[config.mk]
export PLATFORM = sky130hd
export DESIGN_NAME = ai_cu_layer_scheduler
export DESIGN_NICKNAME = d
export VERILOG_FILES = /design/src/rtl/ai_cu_pkg.sv /design/src/rtl/ai_cu_desc_fifo.sv /design/src/rtl/ai_cu_layer_scheduler.sv
export SDC_FILE = /design/constraint.sdc
export NUM_CORES = 1
export LEC_CHECK = 0
export BUFFER_PORTS_ARGS = -buffer_cell sky130_fd_sc_hd__buf_2
export CORE_ASPECT_RATIO = 2
export CORE_UTILIZATION = 57
export CTS_CLUSTER_SIZE = 14
export DETAILED_ROUTE_END_ITERATION = 8
export GPL_TIMING_DRIVEN = 1
export PLACE_DENSITY = 0.79
export SLEW_MARGIN = 10
export SYNTH_ARGS = -nofsm -noshare
export SYNTH_HDL_FRONTEND = slang
export SYNTH_SLANG_ARGS = --single-unit
[constraint.sdc]
create_clock -name clk -period 6.1 [get_ports clk]
set_clock_uncertainty 0.15 [all_clocks]
set_input_delay 0.915 -clock clk [delete_from_list [all_inputs] [get_ports clk]]
set_output_delay 0.915 -clock clk [all_outputs]
set_load 0.05 [all_outputs]
[src/rtl/ai_cu_pkg.sv]
// Shared types and constants for the AI accelerator layer scheduler:
// FSM states, layer-type codes and descriptor instruction bit offsets.
package ai_cu_pkg;

    typedef enum logic [2:0] {
        S_IDLE,
        S_DECODE,
        S_FETCH,
        S_COMPUTE,
        S_WRITEBACK,
        S_DONE,
        S_ERROR
    } state_t;

    localparam int LT_CONV = 0;
    localparam int LT_FC   = 1;
    localparam int LT_POOL = 2;
    localparam int LT_COPY = 3;

    localparam int TYPE_LSB   = 0;
    localparam int KERNEL_LSB = 4;
    localparam int STRIDE_LSB = 8;
    localparam int RELU_BIT   = 12;
    localparam int POOL_BIT   = 13;
    localparam int LAST_BIT   = 14;

    // Only the defined instruction bits travel through the descriptor queue.
    localparam int DESC_BITS = LAST_BIT + 1;

endpackage

[src/rtl/ai_cu_desc_fifo.sv]
// Synchronous descriptor FIFO with occupancy count and a flush that empties
// it in one cycle. Push while full and pop while empty are ignored.
module ai_cu_desc_fifo #(
    parameter int WIDTH = 47,
    parameter int DEPTH = 8
) (
    input  logic                       clk,
    input  logic                       rst,
    input  logic                       flush,
    input  logic                       push,
    input  logic [WIDTH-1:0]           din,
    input  logic                       pop,
    output logic [WIDTH-1:0]           dout,
    output logic [$clog2(DEPTH+1)-1:0] count,
    output logic                       full,
    output logic                       empty
);
    localparam int AW = $clog2(DEPTH);
    localparam int CW = $clog2(DEPTH + 1);

    logic [WIDTH-1:0] mem [DEPTH];
    logic [AW-1:0]    wr_ptr;
    logic [AW-1:0]    rd_ptr;
    logic             do_push;
    logic             do_pop;

    assign full    = (count == CW'(DEPTH));
    assign empty   = (count == '0);
    assign do_push = push && !full;
    assign do_pop  = pop && !empty;
    assign dout    = mem[rd_ptr];

    // NOTE: sequential state is written with non-blocking assignments only, so
    // every register samples the pre-edge values of its neighbours.
    always_ff @(posedge clk or negedge rst) begin
        if (!rst) begin
            wr_ptr <= '0;
            rd_ptr <= '0;
            count  <= '0;
        end else if (flush) begin
            wr_ptr <= '0;
            rd_ptr <= '0;
            count  <= '0;
        end else begin
            if (do_push) wr_ptr <= wr_ptr + 1'b1;
            if (do_pop)  rd_ptr <= rd_ptr + 1'b1;
            count <= count + CW'(do_push) - CW'(do_pop);
        end
    end

    // NOTE: the storage array has no reset; pointers and count alone decide
    // which entries are valid, so clearing it would only cost reset fan-out.
    always_ff @(posedge clk) begin
        if (do_push && !flush) mem[wr_ptr] <= din;
    end

endmodule

[src/rtl/ai_cu_layer_scheduler.sv]
// Multi-layer control unit: queues layer descriptors and runs each through
// fetch/compute/writeback, ping-ponging activations between two buffers.
module ai_cu_layer_scheduler
    import ai_cu_pkg::*;
#(
    parameter int INST_WIDTH = 32,
    parameter int ADDR_W     = 32,
    parameter int LEN_W      = 16,
    parameter int DEPTH      = 8,
    parameter int TYPE_WIDTH = 4,
    parameter int K_WIDTH    = 4,
    parameter int S_WIDTH    = 4,
    parameter int NUM_TYPES  = 4
) (
    input  logic                       clk,
    input  logic                       rst,
    input  logic                       desc_valid,
    output logic                       desc_ready,
    input  logic [INST_WIDTH-1:0]      desc_inst,
    input  logic [LEN_W-1:0]           desc_ifm_len,
    input  logic [LEN_W-1:0]           desc_ofm_len,
    input  logic [ADDR_W-1:0]          buf_a_base,
    input  logic [ADDR_W-1:0]          buf_b_base,
    input  logic                       abort,
    input  logic                       err_clear,
    output logic                       mem_read_req,
    output logic [ADDR_W-1:0]          mem_read_addr,
    output logic [LEN_W-1:0]           mem_read_len,
    input  logic                       mem_read_done,
    output logic                       mem_write_req,
    output logic [ADDR_W-1:0]          mem_write_addr,
    output logic [LEN_W-1:0]           mem_write_len,
    input  logic                       mem_write_done,
    output logic                       seq_start,
    input  logic                       seq_done,
    output logic [TYPE_WIDTH-1:0]      layer_type,
    output logic [K_WIDTH-1:0]         kernel_size,
    output logic [S_WIDTH-1:0]         stride,
    output logic                       relu_en,
    output logic                       pool_en,
    output logic                       layer_done,
    output logic                       batch_done,
    output logic                       busy,
    output logic                       error,
    output logic [$clog2(DEPTH+1)-1:0] fifo_count
);
    localparam int FIFO_W = DESC_BITS + 2 * LEN_W;

    state_t                state;
    logic                  src_b;
    logic                  last;
    logic                  fifo_full;
    logic                  fifo_empty;
    logic [FIFO_W-1:0]     fifo_dout;
    logic [DESC_BITS-1:0]  head_inst;
    logic [LEN_W-1:0]      head_ifm_len;
    logic [LEN_W-1:0]      head_ofm_len;
    logic [TYPE_WIDTH-1:0] head_type;
    logic                  unused_reserved;

    assign unused_reserved = ^desc_inst[INST_WIDTH-1:DESC_BITS];
    assign desc_ready      = !fifo_full;
    assign busy            = (state != S_IDLE);
    assign {head_inst, head_ifm_len, head_ofm_len} = fifo_dout;
    assign head_type       = head_inst[TYPE_LSB +: TYPE_WIDTH];

    ai_cu_desc_fifo #(
        .WIDTH (FIFO_W),
        .DEPTH (DEPTH)
    ) u_fifo (
        .clk   (clk),
        .rst   (rst),
        .flush (abort),
        .push  (desc_valid && desc_ready),
        .din   ({desc_inst[DESC_BITS-1:0], desc_ifm_len, desc_ofm_len}),
        .pop   (state == S_DECODE),
        .dout  (fifo_dout),
        .count (fifo_count),
        .full  (fifo_full),
        .empty (fifo_empty)
    );

    always_ff @(posedge clk or negedge rst) begin
        if (!rst) begin
            state          <= S_IDLE;
            src_b          <= 1'b0;
            last           <= 1'b0;
            error          <= 1'b0;
            mem_read_req   <= 1'b0;
            mem_read_addr  <= '0;
            mem_read_len   <= '0;
            mem_write_req  <= 1'b0;
            mem_write_addr <= '0;
            mem_write_len  <= '0;
            seq_start      <= 1'b0;
            layer_type     <= '0;
            kernel_size    <= '0;
            stride         <= '0;
            relu_en        <= 1'b0;
            pool_en        <= 1'b0;
            layer_done     <= 1'b0;
            batch_done     <= 1'b0;
        end else if (abort) begin
            // Flush everything in flight; the queue is emptied by the FIFO itself.
            state         <= S_IDLE;
            src_b         <= 1'b0;
            error         <= 1'b0;
            mem_read_req  <= 1'b0;
            mem_write_req <= 1'b0;
            seq_start     <= 1'b0;
            layer_done    <= 1'b0;
            batch_done    <= 1'b0;
        end else begin
            seq_start  <= 1'b0;
            layer_done <= 1'b0;
            batch_done <= 1'b0;
            case (state)
                S_IDLE: begin
                    if (!fifo_empty) state <= S_DECODE;
                end
                S_DECODE: begin
                    layer_type     <= head_type;
                    kernel_size    <= head_inst[KERNEL_LSB +: K_WIDTH];
                    stride         <= head_inst[STRIDE_LSB +: S_WIDTH];
                    relu_en        <= head_inst[RELU_BIT];
                    pool_en        <= head_inst[POOL_BIT];
                    last           <= head_inst[LAST_BIT];
                    mem_read_len   <= head_ifm_len;
                    mem_write_len  <= head_ofm_len;
                    mem_read_addr  <= src_b ? buf_b_base : buf_a_base;
                    mem_write_addr <= src_b ? buf_a_base : buf_b_base;
                    if (int'(head_type) >= NUM_TYPES) begin
                        error <= 1'b1;
                        state <= S_ERROR;
                    end else begin
                        mem_read_req <= 1'b1;
                        state        <= S_FETCH;
                    end
                end
                S_FETCH: begin
                    if (mem_read_done) begin
                        mem_read_req <= 1'b0;
                        if (int'(layer_type) == LT_COPY) begin
                            mem_write_req <= 1'b1;
                            state         <= S_WRITEBACK;
                        end else begin
                            seq_start <= 1'b1;
                            state     <= S_COMPUTE;
                        end
                    end
                end
                S_COMPUTE: begin
                    if (seq_done) begin
                        mem_write_req <= 1'b1;
                        state         <= S_WRITEBACK;
                    end
                end
                S_WRITEBACK: begin
                    if (mem_write_done) begin
                        mem_write_req <= 1'b0;
                        layer_done    <= 1'b1;
                        batch_done    <= last;
                        state         <= S_DONE;
                    end
                end
                S_DONE: begin
                    // A finished batch restarts from buffer A; otherwise swap roles.
                    src_b <= last ? 1'b0 : !src_b;
                    state <= S_IDLE;
                end
                S_ERROR: begin
                    if (err_clear) begin
                        error <= 1'b0;
                        src_b <= 1'b0;
                        state <= S_IDLE;
                    end
                end
                default: state <= S_IDLE;
            endcase
        end
    end

endmodule

==> impl.org <==
** Run status
- Run status :: complete, no violations

** CTS
- Counting the buffers created by CTS gives 44.
- CTS placed an instance of sky130_fd_sc_hd__clkbuf_16 at the clock tree root.
- Worst-case clock buffer depth :: 3
- TritonCTS built the clock tree.
- For the worst-skew pair, the clock arrives at the later sink with an insertion delay of roughly 560 ps.
- For this design, the sink count on the clock tree is roughly 510.
- Number of hold buffers added after cts :: 0
- Post-CTS Setup Repair Bufs :: 0
- Once the clock tree was built, the resizer swapped 0 gates to a different size.
- The clock tree synthesis step divided the H-tree into 2 levels.
- After clock tree synthesis, the clock-pin slew on the worst setup and hold paths is 60 ps.

** Power
- For this design the ratio of total power to cell area is 462 mW/mm^2.
- Sequential cells account for about 43% of the total power.
- Max rail drop VDD :: approximately 0.32 mV
- In this run the power spent charging and discharging nets is 0.00389 W.
- Summed over all cells, the static leakage comes to roughly 7.8 nW.
- Net switching is between 30% and 40% of the power.
- The internal power of the cells totals approximately 0.0066 W.
- Combinational cells account for around a third of the total power.
- The clock network accounts for about a quarter of the total power.

** STA
- Headroom to the max-slew limit came out at 27.5%.
- Clock period minus worst slack :: 3330 ps
- Total of endpoints with negative setup slack in the final report :: 0
- Hold Violations, Final :: 0
- Setup repair after global routing left no endpoint under its margin.
- For the pin with the worst max-slew slack, the measured transition is 1090 ps.
- Total negative slack :: 0 ps
- Derived from the worst setup path, the maximum achievable clock frequency is 0.300 GHz.
- The final critical path takes up about 55% of the cycle.
- Final slew viol count :: 0

** Logic synthesis
- Counting flops with a built-in enable in the synthesized netlist gives 376.
- Number of warnings printed during yosys synthesis :: 0
- Proportion of register bits with asynchronous set or reset after synthesis :: approximately a quarter
- Largest cells by area after synthesis :: sky130_fd_sc_hd__edfxtp_1, sky130_fd_sc_hd__dfrtp_1, sky130_fd_sc_hd__mux4_2, sky130_fd_sc_hd__mux2i_1, sky130_fd_sc_hd__a21oi_1
- Synthesis produced a netlist with a net count of around 1200.
- After synthesis, the mean cell area works out to between 15 and 20 sq um.
- For this run, the leading register cell type out of synthesis is sky130_fd_sc_hd__edfxtp_1.
- Seq/Total Area, Yosys :: 73.5%
- The biggest area contributor in the post-synthesis netlist is sky130_fd_sc_hd__edfxtp_1.
- Cell Area, Synth :: approximately 0.020 sq mm
- The synthesized netlist contains between 40 and 50 unique library cells.
- The synthesized design contains ~510 register bits.
- The cell count after synthesis came out at 1102.
- The synthesized design devotes to its leading area cell type roughly 57% of total area.

** Run
- Number of maximum-capacitance violations :: 0

** Drt
- After detailed routing, the number of remaining DRC violations is 0.
- The routed layout has 10700 vias.
- Pre-antenna DRT Iters :: 6
- Using the TritonRoute via totals, the vias-per-cell ratio works out to 5.86.
- DR WL/cell :: ~23 um
- After detailed routing, the total wire length is around 41 mm.
- After the first detailed-routing iteration, the DRC count stood at roughly 650.
- Once detail routing completed, the nets flagged for antenna violations numbered 0.

** Layout
- Number of standard cells in the layout, taps in and fillers out :: between 1500 and 2000
- Compared with the post-synthesis result, the final layout area differs by 14.7%.
- Leaving out fill and tap cells, the most frequent cells in the layout are sky130_fd_sc_hd__edfxtp_1, sky130_fd_sc_hd__buf_2, sky130_fd_sc_hd__dfrtp_1, sky130_fd_sc_hd__nor2_1, sky130_fd_sc_hd__a21oi_1.
- Measured on the finished design, the core utilization comes to around two thirds.
- The final layout contains around 1500 nets.
- Proportion of layout cells with a drive suffix above 1 :: between 30% and 40%
- The filler cells instantiated in the layout total ~2300.
- Most frequent standard cell in the layout excluding fill and tap cells :: sky130_fd_sc_hd__edfxtp_1
- After routing the design area is roughly 0.023 sq mm.

** Critical path
- Worst reg-to-reg path cell count :: 7
- Type of the setup path with the least slack :: reg -> reg
- Number of logic stages on the critical path including buffering :: 7
- Peak fanout along the critical path :: 27
- Critical Path Start Type :: flop
- Data required, critical path :: between 6000 and 7000 ps
- Gate family responsible for the most delay along the worst path :: simple AND/OR/NAND/NOR gates
- Longest individual stage delay on the worst path :: 840 ps
- Combined buffer and inverter count along the critical path :: 2
- The most critical setup path has its startpoint at u_fifo.count[2].
- STA classifies the critical path endpoint as a flop.
- In this run the critical register-to-register path is launched from u_fifo.count[2].
- Walking the worst path, the cells encountered are inv_1 -> ha_1 -> or3b_2 -> nand2_1 -> or3_1 -> nor2_4 -> buf_4.
- Arrival @ worst endpoint :: ~3400 ps
- The slowest stage of the critical path is the sky130_fd_sc_hd__nor2_4 cell.

** Global route
- Tot GR Track Use :: a little under a quarter
- Number of antenna violations at the first check in global routing :: 7
- The first global-routing pass estimated ~63 mm of wire.
- For this run the aggregate overflow at the end of global routing stands at 0.
- Pin count of the biggest net entering global routing :: approximately 200
- The via count of the first global-routing pass came to about 11000.

** Placement
- Counting tap cells, the placed design contains a total of 1733 instances.
- At the end of routability-driven placement, the weighted congestion stood at just over 0.8.
- The HPWL after detailed placement is 24.5 mm.
- Port buffer count :: 240
- In this run the cell area measured after placement is approximately 0.021 sq mm.

** Floorplan
- Number of rows in the core area :: 96
- During I/O placement, the number of pins put on the boundary was between 200 and 300.
- Die footprint :: between 0.03 and 0.04 sq mm
- After floorplanning, the core was sized to cover ~0.034 sq mm.
- Measured along the y axis, the die boundary spans 266 um.
- Die outline width :: about 130 um
- Initial Util :: between 50% and 60%

** Worst hold path
- The min-delay analysis places its worst path in the category in -> async.
## registers in the layout (all words and copies together), names as in the netlist, 3 cells and up
| register | flops |
|---|---|
| u_fifo.count | 4 |
| mem_write_len | 16 |
| mem_read_len | 16 |
| u_fifo.rd_ptr | 3 |
| kernel_size | 4 |
| stride | 4 |
| u_fifo.wr_ptr | 3 |
| state | 3 |
| u_fifo.mem | 376 |
| layer_type | 4 |
| mem_read_addr | 32 |
| mem_write_addr | 32 |
## stage by stage
stage          total power (W)  hold WS [ps]  setup WS, ps
6_report                0.0105           293          2770
5_1_grt                 0.0110           355          2620
4_1_cts                 0.0106           314          2740
3_5_place_dp           0.00803           363          2370
3_3_place_gp           0.00793           355          2420
2_1_floorplan          0.00721           320           263
## layer usage
| layer | vias up | global-route usage (%) | part of all wire [%] |
|---|---|---|---|
| met5 | - | 0 | 0.059 |
| li1 | 4751 | - | - |
| met4 | 4 | 9.55 | 3.1 |
| met1 | 5423 | 27.3 | 36 |
| met3 | 73 | 3.67 | 5.9 |
| met2 | 412 | 43.4 | 54 |
## logic make-up after synthesis
| group | synth area share, % |
|---|---|
| muxes | 16.3 |
| buffers and inverters | 2.04 |
| DFF | 73.5 |
| and+or+nand+nor | 3.62 |
| xor gates and xnor gates | 0.221 |
| AOI/OAI and AO/OA | 3.71 |
| adders and majority gates | 0.606 |
## worst register-to-register path, stage by stage (launching register included)
cell and delay [ps]:
sky130_fd_sc_hd__dfrtp_1 340, sky130_fd_sc_hd__inv_1 70, sky130_fd_sc_hd__ha_1 190, sky130_fd_sc_hd__or3b_2 240
sky130_fd_sc_hd__nand2_1 130, sky130_fd_sc_hd__or3_1 500, sky130_fd_sc_hd__nor2_4 840, sky130_fd_sc_hd__buf_4 510
## cell usage after synthesis (4+ instances only)
master,n
sky130_fd_sc_hd__dfrtp_1,131
sky130_fd_sc_hd__buf_2,39
sky130_fd_sc_hd__buf_6,10
sky130_fd_sc_hd__nor2_1,126
sky130_fd_sc_hd__mux2i_1,112
sky130_fd_sc_hd__a21oi_1,120
sky130_fd_sc_hd__nand2b_1,5
sky130_fd_sc_hd__nand2_1,4
sky130_fd_sc_hd__ha_1,8
sky130_fd_sc_hd__mux4_2,94
sky130_fd_sc_hd__edfxtp_1,376
sky130_fd_sc_hd__inv_1,11
sky130_fd_sc_hd__clkbuf_1,13
sky130_fd_sc_hd__nand3_1,4
## layout make-up
type                    instances  area, sq um  area share (%)
multi-input cells             520         4920            21.7
well taps                     441          552            2.43
flip-flops and latches        507        14600            64.1
inverters                      11         41.3           0.182
clock buffers                  72         1240            5.44
diodes                          5         12.5          0.0550
repair buffers                254         1330            5.83
clock inverters                 9         63.8           0.281
## path summary, 6_finish.rpt
check / endpoint / slack [ps]
max in group asynchronous: mem_read_addr[29] / 4290
worst max register to register: u_fifo.mem[4][20] / 2770
min in group clk: stride[3] / 370
worst min register to register: stride[3] / 370
worst min-delay path: mem_write_addr[12] / 290
worst max-delay path: u_fifo.mem[4][20] / 2770
## power by group through the flow
stage                     Sequential, W  Clock [W]  Combinational [W]
after detailed placement        0.00460          0            0.00343
after floorplan                 0.00578          0            0.00142
after global routing            0.00459    0.00275            0.00364
after global placement          0.00457          0            0.00337
after CTS                       0.00453    0.00263            0.00345
final                           0.00452    0.00258            0.00340
Note: power is estimated with default switching activity, not from simulation.
